<file path="src/rtl/fifo_wptr_gen.sv">
// Write-side pointer generator for an async FIFO: binary/Gray write pointer, full, fill level, overflow.
// Optional almost-full flag is built only when FIFO_ALMOST_FULL_EN is defined.
module fifo_wptr_gen #(
  parameter int unsigned PTR_SZ    = 2,
  parameter int unsigned AF_THRESH = 3
) (
  input  logic              clk,
  input  logic              rst,
  input  logic              winc,
  input  logic [PTR_SZ:0]   rq2_raddr,
  output logic [PTR_SZ-1:0] waddr,
  output logic [PTR_SZ:0]   waddr_gray,
  output logic              wfull,
  output logic [PTR_SZ:0]   wlevel,
  output logic              woverflow,
  output logic              walmost_full
);

  localparam int unsigned PW = PTR_SZ + 1;

  // Reject parameter sets the pointer arithmetic cannot represent.
  if (PTR_SZ < 2 || AF_THRESH < 1 || AF_THRESH > (1 << PTR_SZ)) begin : g_param_check
    $error("fifo_wptr_gen: illegal PTR_SZ/AF_THRESH");
  end

  logic [PTR_SZ:0] wbin;
  logic [PTR_SZ:0] wbin_next;
  logic [PTR_SZ:0] wgray_next;
  logic [PTR_SZ:0] rbin;
  logic [PTR_SZ:0] full_gray;
  logic [PTR_SZ:0] level_next;
  logic            wen;

  // Next-pointer, read-pointer decode, full compare value and fill level.
  always_comb begin
    wen        = winc & ~wfull;
    wbin_next  = wbin + PW'(wen);
    wgray_next = wbin_next ^ (wbin_next >> 1);
    full_gray  = {~rq2_raddr[PTR_SZ:PTR_SZ-1], rq2_raddr[PTR_SZ-2:0]};
    rbin       = '0;
    for (int i = 0; i < int'(PW); i++) begin
      rbin[i] = ^(rq2_raddr >> i);
    end
    level_next = wbin_next - rbin;
  end

  always_ff @(posedge clk) begin
    if (!rst) begin
      wbin       <= '0;
      waddr_gray <= '0;
      wfull      <= 1'b0;
      wlevel     <= '0;
      woverflow  <= 1'b0;
    end else begin
      wbin       <= wbin_next;
      waddr_gray <= wgray_next;
      wfull      <= (wgray_next == full_gray);
      wlevel     <= level_next;
      // Sticky until reset; a write attempt against a full FIFO is dropped.
      if (winc & wfull) begin
        woverflow <= 1'b1;
      end
    end
  end

  assign waddr = wbin[PTR_SZ-1:0];

`ifdef FIFO_ALMOST_FULL_EN
  localparam logic [PTR_SZ:0] AF_LVL = PW'(AF_THRESH);

  always_ff @(posedge clk) begin
    if (!rst) begin
      walmost_full <= 1'b0;
    end else begin
      walmost_full <= (level_next >= AF_LVL);
    end
  end
`else
  assign walmost_full = 1'b0;
`endif

endmodule

</file>
<file path="config.mk">
export PLATFORM = sky130hd
export DESIGN_NAME = fifo_wptr_gen
export DESIGN_NICKNAME = d
export VERILOG_FILES = /design/src/rtl/fifo_wptr_gen.sv
export SDC_FILE = /design/constraint.sdc
export NUM_CORES = 1
export LEC_CHECK = 0
export ABC_AREA = 1
export CORE_MARGIN = 10
export CORE_UTILIZATION = 25
export DETAILED_ROUTE_END_ITERATION = 16
export GPL_TIMING_DRIVEN = 1
export PLACE_DENSITY = 0.48
export SYNTH_ARGS = -nofsm -noshare
export SYNTH_HDL_FRONTEND = slang
export SYNTH_SLANG_ARGS = --single-unit
</file>
<file path="constraint.sdc">
create_clock -name clk -period 1.5 [get_ports clk]
set_input_delay 0.15 -clock clk [delete_from_list [all_inputs] [get_ports clk]]
set_output_delay 0.15 -clock clk [all_outputs]
set_load 0.02 [all_outputs]
</file>
Yosys cells after proc, flatten, opt, wreduce, memory -nomap -nowiden. Cells that the tools add are included.

Memory bits (writable): 0. Register bits: 11. Memories: 0. Memory bits (read-only): 0. Output and inout bits: 11. Bits of input ports: 6. Logic and storage cells: 16. Latch bits: 0.

Divide/modulo/power cells: 0. Equality and inequality tests: 1. Shift operators: 0. Add/subtract/negate cells: 2. Order comparisons: 0. Multiply operators: 0. Reduce and logical (&&, ||, !) cells: 3. Multiplexer cells: 0. Bitwise gates (word level): 5.

Operator list (number): $reduce_xor 3->1 (3); $add 3x1->3 (1); $eq 3x3->1 (1); $sub 3x3->3 (1); $xor 3x2->3 (1); $and 1x1->1 (2); $not 2->2 (1); $not 1->1 (1).

Depth between registers and ports, before layout.
Depth in word-level cells: 5. Depth in mapped cells: 11. Mapped depth without buffers: 11.

Least setup slack after synthesis. No wires, ideal clock.

Path kind: register to register. Start point: reg wfull. End point: reg wlevel[2]. Buffers on the path: 0. Cell stages (with the launch flop): 7. Data required time: 1.385 ns. Period minus slack after synthesis: 1.768 ns. Arrival time: 1.653 ns. Setup slack: -0.268 ns. Library setup time: 0.115 ns. Cells stage by stage: dfxtp_1 -> nor2_1 -> ha_1 -> ha_1 -> fa_1 -> a21oi_1 -> nor2_1.

Longest elaborated chain between the ends: 4.

RTL lines: start: declaration (line 13) `output logic wfull,`; start signal: assignment (line 57) `wfull <= (wgray_next == full_gray);`; $not 1->1 (line 36) `wen = winc & ~wfull;`; $and 1x1->1 (line 36); $add 3x1->3 (line 37) `wbin_next = wbin + PW'(wen);`; via wbin_next[1] (line 27) `logic [PTR_SZ:0] wbin_next;`; $sub 3x3->3 (line 44) `level_next = wbin_next - rbin;`; end signal: assignment (line 58) `wlevel <= level_next;`; end: declaration (line 14) `output logic [PTR_SZ:0] wlevel,`.

The timed path passes the listed nets, and every way through them passes these cells. A chain may end at the register's enable or synchronous reset.

Worst setup path in the final report.
Start point: reg wfull. End point: reg wlevel[1].

Longest elaborated chain between the ends: 4.

RTL lines: $not 1->1 (line 36); $and 1x1->1 (line 36); $add 3x1->3 (line 37); via wbin_next[0] (line 27); $sub 3x3->3 (line 44); via level_next[1] (line 31) `logic [PTR_SZ:0] level_next;`.

The timed path passes the listed nets, and every way through them passes these cells.

==> impl_metrics.env <==
export IMPL_tns_ps=-17.45
export IMPL_ys_warn_count=0
export IMPL_hp_class="in2reg"
export IMPL_hold_ws_ps=247.1
export IMPL_cts_sinks=10
export IMPL_synthFlopType="dfxtp_1"
export IMPL_synthTopCellsByCount="15 x nand2_1, 12 x inv_1, 10 x dfxtp_1, 8 x nand3_1, 6 x nor2_1"
export IMPL_fin_worst_skew_ps=1.872
export IMPL_violations="setup timing"
export IMPL_hpwl_mm=1.020
export IMPL_power_density_mw_per_mm2=1094
export IMPL_endpoint_kind="flip-flop"
export IMPL_cts_buffers=3
export IMPL_grt_pass1_vias=498
export IMPL_cp_slowest_cell="fa_2"
export IMPL_fin_ws_ps=-17.45
export IMPL_die_h_um=64.91
export IMPL_vias=509
export IMPL_setup_viol=1
export IMPL_drt_total_wl_mm=1.208
export IMPL_grt_overflow=0
export IMPL_die_area_mm2=0.004213
export IMPL_async_reset_ff_share_pct=0
export IMPL_antenna_found_initial=0
export IMPL_cap_viol_max_count=0
export IMPL_slew_violations=0
export IMPL_synth_cell_type_count=16
export IMPL_synth_top_area_cell="dfxtp_1"
export IMPL_finalHoldViolCount=0
export IMPL_ioPinCount=17
export IMPL_rsz0062_at_grt="true"
export IMPL_drc=0
export IMPL_min_period_ps=1517
export IMPL_synth_avg_cell_area_um2=7.415
export IMPL_grt_usage_pct=6.456
export IMPL_rows=16
export IMPL_antenna_left=0
export IMPL_critical_path_class="reg2reg"
export IMPL_yosysSeqAreaShare_pct=39.70
export IMPL_p_total_mw=0.9378
export IMPL_n_antenna_cell=0
export IMPL_path_max_fanout=2
export IMPL_clockRootBuffer="clkbuf_4"
export IMPL_startpoint_type="flip-flop"
export IMPL_finalNetCount=106
export IMPL_status="complete, but fails checks"
export IMPL_clkSlewWorstSetupHoldPaths_ps=70
export IMPL_synth_edf_count=0
export IMPL_io_buffers=15
export IMPL_yosysMostFrequentCell="nand2_1"
export IMPL_path_common_cell="ha_4"
export IMPL_worstPathCellList="nor2_4 > ha_4 > inv_4 > ha_4 > inv_2 > fa_2 > nand2_1 > inv_1"
export IMPL_wire_per_inst_um=9.902
export IMPL_clock_path_buffers=2
export IMPL_grt_max_degree=7
export IMPL_period_share_pct=101.2
export IMPL_initial_core_util_pct=25.97
export IMPL_via_per_inst=4.172
export IMPL_fp_dieW_um=64.91
export IMPL_worstPathArrival_ps=1700
export IMPL_drtPass1Iterations=4
export IMPL_ys_seq_elements=10
export IMPL_core_area_mm2=0.001942
export IMPL_first_iter_violations=10
export IMPL_max_freq_mhz=659.0
export IMPL_ir_drop_v=0.0005674
export IMPL_max_stage_delay_ps=410
export IMPL_required_ps=1680
export IMPL_worstSkewPairLatency_ps=280
export IMPL_netlist_area_um2=504.2
export IMPL_gp_congestion=0.7325
export IMPL_cts_setup_buffers=0
export IMPL_syn_inst=68
export IMPL_tritoncts="built"
export IMPL_synth_top_area_share_pct=39.70
export IMPL_synthTopCellsByArea="dfxtp_1 40%, nand2_1 11%, inv_1 8.9%"
export IMPL_grt_pass1_wl_mm=2.118
export IMPL_areaGrowthSynthToFinish_pct=69.98
export IMPL_dp_slack_ps=-488.2
export IMPL_drive_gt1_share_pct=29.47
export IMPL_htree_num_levels=1
export IMPL_leakage_nw=0.4135
export IMPL_mappedNetlistNets=78
export IMPL_postCtsHoldBufs=0
==> area by class of cell <==
cell class | count | area [um^2]
fillers | 210 | 1085
multi-input cells | 44 | 309.0
repair buffers | 24 | 220.2
flip-flops and latches | 10 | 203.9
inverters | 13 | 53.80
clock buffers | 4 | 36.28
well taps | 27 | 33.78
==> where the power goes <==
part | leakage (nW) | internal [mW] | switching (mW)
sequential | 0.0831 | 0.301 | 0.0146
combinational | 0.309 | 0.188 | 0.181
clock | 0.0210 | 0.148 | 0.105
==> worst max-delay path: cells and delay by family (launching register included) <==
kind                     cells  cell delay, ps
AND/OR/NAND/NOR              2             120
adder cells (fa/ha/maj)      3             820
buffers and inverters        3             120
flip-flops                   1             360
==> per-layer routing <==
| layer | vias to the layer above | GRT usage, % | wire, um |
|---|---|---|---|
| met5 | - | 0 | 0 |
| met3 | 3 | 3.436 | 110 |
| met2 | 12 | 9.360 | 531 |
| li1 | 260 | - | - |
| met4 | 0 | 4.813 | 30 |
| met1 | 234 | 6.970 | 536 |
==> kinds of logic (layout without fill, tap and decap cells) <==
kind of cell / after synthesis / in the layout / share of synthesized area (%)
DFF: 10 / 10 / 39.70
AOI/OAI and AO/OA: 4 / 4 / 3.970
adders and majority gates: 4 / 4 / 11.42
buffers and inverters: 14 / 41 / 11.17
other: 1 / 1 / 0.7437
xor gates and xnor gates: 2 / 2 / 3.475
and+or+nand+nor: 33 / 33 / 29.53
==> timing repair <==
| item | 4_1_cts | 5_1_grt |
|---|---|---|
| gates resized for setup | 11 | 7 |
| endpoints found under the setup margin | 3 | 5 |
| pin swaps | 3 | 3 |
==> cells in the final DEF, fill, tap and decap left out, types with 2 or more instances in the layout <==
master           netlist  final
dlygate4sd2_1          0      3
nand3_1                8      8
clkbuf_4               0      3
nand2_1               15     15
dfxtp_1               10      9
nor2_1                 6      4
inv_1                 12     10
ha_4                   0      3
nand2_2                2      2
clkdlybuf4s50_1        0     11
inv_4                  0      2
buf_4                  1      8
a21oi_1                4      3
==> metrics by stage <==
step,instances,utilization (%),cell area [um^2]
after floorplan,68,-,520.5
after global placement,118,39.37,764.5
after detailed placement,118,39.37,764.5
after CTS,122,42.53,825.8
after global routing,122,44.14,857.1
final,122,44.14,857.1
==> sequential cells by signal, summed over array words and instances, names as in the netlist <==
register	flops
wlevel	3
wfull	1
woverflow	1
waddr_gray	3
wbin	2
==> path summary, 6_finish.rpt <==
path | startpoint | to | slack, ps | cells past startpoint
worst max-delay path | wfull | wlevel[1] | -20 | 8
worst min-delay path | winc | woverflow | 250 | 3
worst max register to register | wfull | wlevel[1] | -20 | 8
worst min register to register | woverflow | woverflow | 470 | 2
No activity file was read; power rests on OpenSTA's default activity.
